[src/rtl/alu_pkg.sv]
// Shared ALU opcode and status-flag definitions.
// Imported by alu_addsub and arithmetic_logic_unit.
package alu_pkg;

    localparam logic [2:0] ALU_SLT  = 3'b000;
    localparam logic [2:0] ALU_SUB  = 3'b001;
    localparam logic [2:0] ALU_XOR  = 3'b010;
    localparam logic [2:0] ALU_NOR  = 3'b011;
    localparam logic [2:0] ALU_SLTU = 3'b100;
    localparam logic [2:0] ALU_ADD  = 3'b101;
    localparam logic [2:0] ALU_OR   = 3'b110;
    localparam logic [2:0] ALU_AND  = 3'b111;

    // Bit positions inside flags_q = {N, Z, C, V}
    localparam int FLAG_N = 3;
    localparam int FLAG_Z = 2;
    localparam int FLAG_C = 1;
    localparam int FLAG_V = 0;

    // Ops that run the adder in subtract mode
    function automatic logic is_sub(input logic [2:0] op);
        return (op == ALU_SUB) || (op == ALU_SLT) ||
               (op == ALU_SLTU);
    endfunction

endpackage

[src/rtl/alu_addsub.sv]
// WIDTH-bit adder/subtractor with carry-out and signed overflow.
// Ports: a, b, sub (1 = a-b), sum, cout, ovf.
module alu_addsub #(
    parameter int WIDTH = 32
) (
    input  logic [WIDTH-1:0] a,
    input  logic [WIDTH-1:0] b,
    input  logic             sub,
    output logic [WIDTH-1:0] sum,
    output logic             cout,
    output logic             ovf
);

    logic [WIDTH-1:0] bx;
    logic [WIDTH:0]   ext;

    // Subtract as a + ~b + 1; cout then means "no borrow"
    assign bx  = sub ? ~b : b;
    assign ext = {1'b0, a} + {1'b0, bx} + {{WIDTH{1'b0}}, sub};
    assign sum  = ext[WIDTH-1:0];
    assign cout = ext[WIDTH];

    // Same-sign addends producing a different-sign sum
    assign ovf = (a[WIDTH-1] == bx[WIDTH-1]) &&
                 (sum[WIDTH-1] != a[WIDTH-1]);

endmodule

[src/rtl/arithmetic_logic_unit.sv]
// Single-cycle ALU: combinational result/zero/overflow plus a
// registered {N,Z,C,V} flag register. Ports: clk, reset_n, a, b,
// alucontrol, result, zero, overflow, flags_q.
module arithmetic_logic_unit
    import alu_pkg::*;
#(
    parameter int WIDTH = 32
) (
    input  logic             clk,
    input  logic             reset_n,
    input  logic [WIDTH-1:0] a,
    input  logic [WIDTH-1:0] b,
    input  logic [2:0]       alucontrol,
    output logic [WIDTH-1:0] result,
    output logic             zero,
    output logic             overflow,
    output logic [3:0]       flags_q
);

    logic [WIDTH-1:0] sum;
    logic             cout;
    logic             ovf;
    logic             carry;
    logic             lt_s;
    logic             lt_u;
    logic [3:0]       flags_d;

    alu_addsub #(
        .WIDTH (WIDTH)
    ) u_addsub (
        .a    (a),
        .b    (b),
        .sub  (is_sub(alucontrol)),
        .sum  (sum),
        .cout (cout),
        .ovf  (ovf)
    );

    // True signed compare survives operand-range overflow
    assign lt_s = sum[WIDTH-1] ^ ovf;
    assign lt_u = ~cout;

    always_comb begin
        result   = '0;
        overflow = 1'b0;
        carry    = 1'b0;
        unique case (alucontrol)
            ALU_SLT:  result = {{(WIDTH-1){1'b0}}, lt_s};
            ALU_SUB: begin
                result   = sum;
                overflow = ovf;
                carry    = cout;
            end
            ALU_XOR:  result = a ^ b;
            ALU_NOR:  result = ~(a | b);
            ALU_SLTU: result = {{(WIDTH-1){1'b0}}, lt_u};
            ALU_ADD: begin
                result   = sum;
                overflow = ovf;
                carry    = cout;
            end
            ALU_OR:   result = a | b;
            ALU_AND:  result = a & b;
            default:  result = '0;
        endcase
    end

    assign zero = ~|result;

    always_comb begin
        flags_d         = '0;
        flags_d[FLAG_N] = result[WIDTH-1];
        flags_d[FLAG_Z] = zero;
        flags_d[FLAG_C] = carry;
        flags_d[FLAG_V] = overflow;
    end

    always_ff @(posedge clk or negedge reset_n) begin
        if (!reset_n) begin
            flags_q <= 4'b0000;
        end else begin
            flags_q <= flags_d;
        end
    end

endmodule

[config.mk]
export PLATFORM = sky130hd
export DESIGN_NAME = arithmetic_logic_unit
export DESIGN_NICKNAME = d
export VERILOG_FILES = /design/src/rtl/alu_pkg.sv /design/src/rtl/alu_addsub.sv /design/src/rtl/arithmetic_logic_unit.sv
export SDC_FILE = /design/constraint.sdc
export NUM_CORES = 1
export LEC_CHECK = 0
export BUFFER_PORTS_ARGS = -buffer_cell sky130_fd_sc_hd__buf_2
export CAP_MARGIN = 20
export CORE_UTILIZATION = 34
export CTS_CLUSTER_SIZE = 28
export DETAILED_ROUTE_END_ITERATION = 8
export PLACE_DENSITY_LB_ADDON = 0.15
export SYNTH_ARGS = -nofsm -noshare
export SYNTH_HDL_FRONTEND = slang
export SYNTH_HIERARCHICAL = 1
export SYNTH_SLANG_ARGS = --single-unit
[constraint.sdc]
create_clock -name clk -period 6.61 [get_ports clk]
set_clock_uncertainty 0.15 [all_clocks]
set_input_delay 0.661 -clock clk [delete_from_list [all_inputs] [get_ports clk]]
set_output_delay 0.661 -clock clk [all_outputs]
set_load 0.05 [all_outputs]
==> results.py <==
metrics = {
    "floorplan": {
        "fp.dieW_um": 122,
        "pin_count": 107,
        "die_h_um": 122,
        "initial_utilization": 0.349,
        "dieArea_um2": 14800,
        "core_um2": 13900,
        "rows": 43,
    },
    "outcome": {
        "status": "complete, no violations",
    },
    "layout": {
        "stdcell_area_um2": 5570,
        "area_delta_synth_final_pct": 14.7,
        "drive_gt1_frac": 0.177,
        "largest_reg_flops": 4,
        "final_core_util": 0.400,
        "top_register": "flags_q",
        "final_cell_mix": "buf_2 (106), ha_1 (95), inv_1 (88)",
        "nets": 940,
        "layout_commonest_cell": "buf_2",
        "top_regs": "flags_q x4",
        "diodes": 0,
        "fillCellCount": 1486,
    },
    "clock_network": {
        "root_buffer": "clkbuf_16",
        "post_cts_buffers": 0,
        "cts_buffer_depth": 2,
        "clk_pin_slew_ns": 0.03,
        "cts_buffers": 3,
        "tritoncts": "done",
        "cts_hold_buffers": 0,
        "cts.repair.resized": 0,
        "htree_levels": 1,
        "cts.sinks": 4,
    },
    "synthesis": {
        "synth_compound_area_frac": 0.262,
        "synth_fp_nets": 857,
        "synth_top_family_by_area": "compound AO/OA/AOI/OAI gates",
        "yosys.area_share.xor_xnor": 0.106,
        "synth_seq_area_share": 0.0206,
        "ys_ff_latch": 4,
        "yosysUniqueCellTypes": 71,
        "syn_area_per_cell_um2": 7.02,
        "synth_cells": 692,
        "yosysWarnings": 6,
        "synth_top_cell_by_area": "ha_1",
        "synth_area_leaders": "ha_1 (24%), xor2_1 (7.2%), inv_1 (6.8%)",
        "synth_edf_count": 0,
        "yosys_most_used_dff": "dfrtp_1",
        "async_reset_ff_frac": 1.00,
        "synth_adder_area_share": 0.249,
        "netlist_area_um2": 4860,
        "synth.area.mux_share": 0.0322,
        "synth_top_area_share": 0.245,
        "synth-simple-area-share": 0.218,
    },
    "global_route": {
        "grt_use_total": 0.211,
        "antenna_found_initial": 0,
        "grt_overflow": 0,
        "grt_max_degree": 67,
        "grt_pass1_wl_um": 24900,
        "grt_pass1_vias": 4929,
    },
    "route": {
        "drc_errors": 0,
        "vias": 5154,
        "drtAntennaViolNets": 0,
        "avgViaCountPerCell": 5.41,
        "wl_per_cell_um": 16.3,
        "first_pass_iters": 5,
        "routed_wl_um": 15500,
        "dr.first_iter.drc_count": 379,
    },
    "sta": {
        "setup_tns_ns": 0,
        "fmax_mhz": 170,
        "drv_slew": 0,
        "rsz0062_at_grt": "false",
        "fin_crit_sh": 0.891,
        "tightest_slew_ns": 0.669,
        "fin_crit_ns": 5.89,
        "hold_slack_ns": 0.0851,
        "relSlewSlack": 0.552,
        "setup-violations-final": 0,
        "hold_violations": 0,
    },
    "critical_path": {
        "critPathKind": "input port to output port",
        "required_ns": 5.80,
        "critical_path_arrival_ns": 5.08,
        "endpoint_kind": "output port",
        "worstPathMaxFanout": 13,
        "critPathLaunchType": "input port",
    },
    "placement": {
        "place_congestion": 0.902,
        "portBuffers": 106,
        "hpwl_um": 12700,
        "placed_area_um2": 5490,
    },
    "pwr": {
        "p_per_area_nw_per_um2": 153,
        "vdd_ir_drop_max_v": 0.0000699,
        "leakagePower_nw": 2.97,
        "total_power_mw": 0.850,
    },
    "run": {
        "max_cap_violations": 0,
    },
    "hold_path": {
        "hold_class": "input port to asynchronous set/reset pin",
    },
}
==> routing by layer <==
layer / part of all wire / global-route usage / vias up
li1: - / - / 2612
met1: 0.48 / 0.287 / 2405
met2: 0.46 / 0.360 / 125
met3: 0.042 / 0.0146 / 12
met4: 0.016 / 0.0486 / 0
met5: 0 / 0 / -
==> cells by family (layout without fill, tap and decap cells) <==
family	after synthesis	count (layout)
AND/OR/NAND/NOR	212	212
AO/OA/AOI/OAI	181	181
buffers and inverters	125	206
adder cells (fa/ha/maj)	96	96
XOR/XNOR	59	59
multiplexers	15	15
flip-flops	4	4
==> path summary, 6_finish.rpt <==
check	startpoint	to
max in group asynchronous	reset_n	flags_q[1]$_DFF_PN0_
max	alucontrol[0]	zero
min	reset_n	flags_q[3]$_DFF_PN0_
min in group clk	a[31]	flags_q[0]$_DFF_PN0_
==> area by class of cell <==
| type | count | area, µm² | area share |
|---|---|---|---|
| Clock buffer | 3 | 75.1 | 0.0135 |
| Inverter | 89 | 334 | 0.0600 |
| Multi-Input combinational cell | 563 | 4230 | 0.760 |
| Sequential cell | 4 | 100 | 0.0180 |
| Tap cell | 180 | 225 | 0.0404 |
| Timing Repair Buffer | 114 | 603 | 0.108 |
==> per-stage QoR <==
step / instances / setup slack [ns]
3_3_place_gp: 949 / 0.824
2_1_floorplan: 692 / 0.0901
3_5_place_dp: 949 / 0.702
5_1_grt: 953 / 0.411
4_1_cts: 952 / 0.680
6_report: 953 / 0.717
==> synthesized netlist by cell type (all sizes together) (7+ instances only) <==
library cell	n
a22o	14
nand3	24
o21ai	47
clkbuf	14
a21oi	32
nor2b	8
nor4	8
o211ai	11
ha	95
nor2	49
buf	22
inv	89
mux2i	10
a22oi	10
xor2	40
a21o	9
nand2	57
nor3b	8
nand2b	16
xnor2	19
nor3	13
nand4	7
==> power breakdown <==
group          total, mW  internal [mW]  leakage, nW  switching (mW)
registers         0.0269         0.0265       0.0539        0.000388
clock network     0.0941         0.0773       0.0370          0.0168
logic              0.729          0.258         2.88           0.471
total              0.850          0.362         2.97           0.488
==> worst max-delay path: stages <==
cell      delay [ns]
buf_2           0.12
a21oi_4         0.42
buf_12          0.22
xor2_1          0.16
ha_1            0.31
a21oi_1         0.23
o211ai_1        0.14
o31ai_2         0.39
o211a_1         0.24
nor3_2          0.07
and2_1          0.18
o21ai_1         0.12
a221oi_1        0.09
a22o_1          0.25
a22oi_1         0.19
or4bb_1         0.54
a311oi_1        0.25
and3_2          0.24
buf_2           0.27
Power figures use the tool's default switching activity.
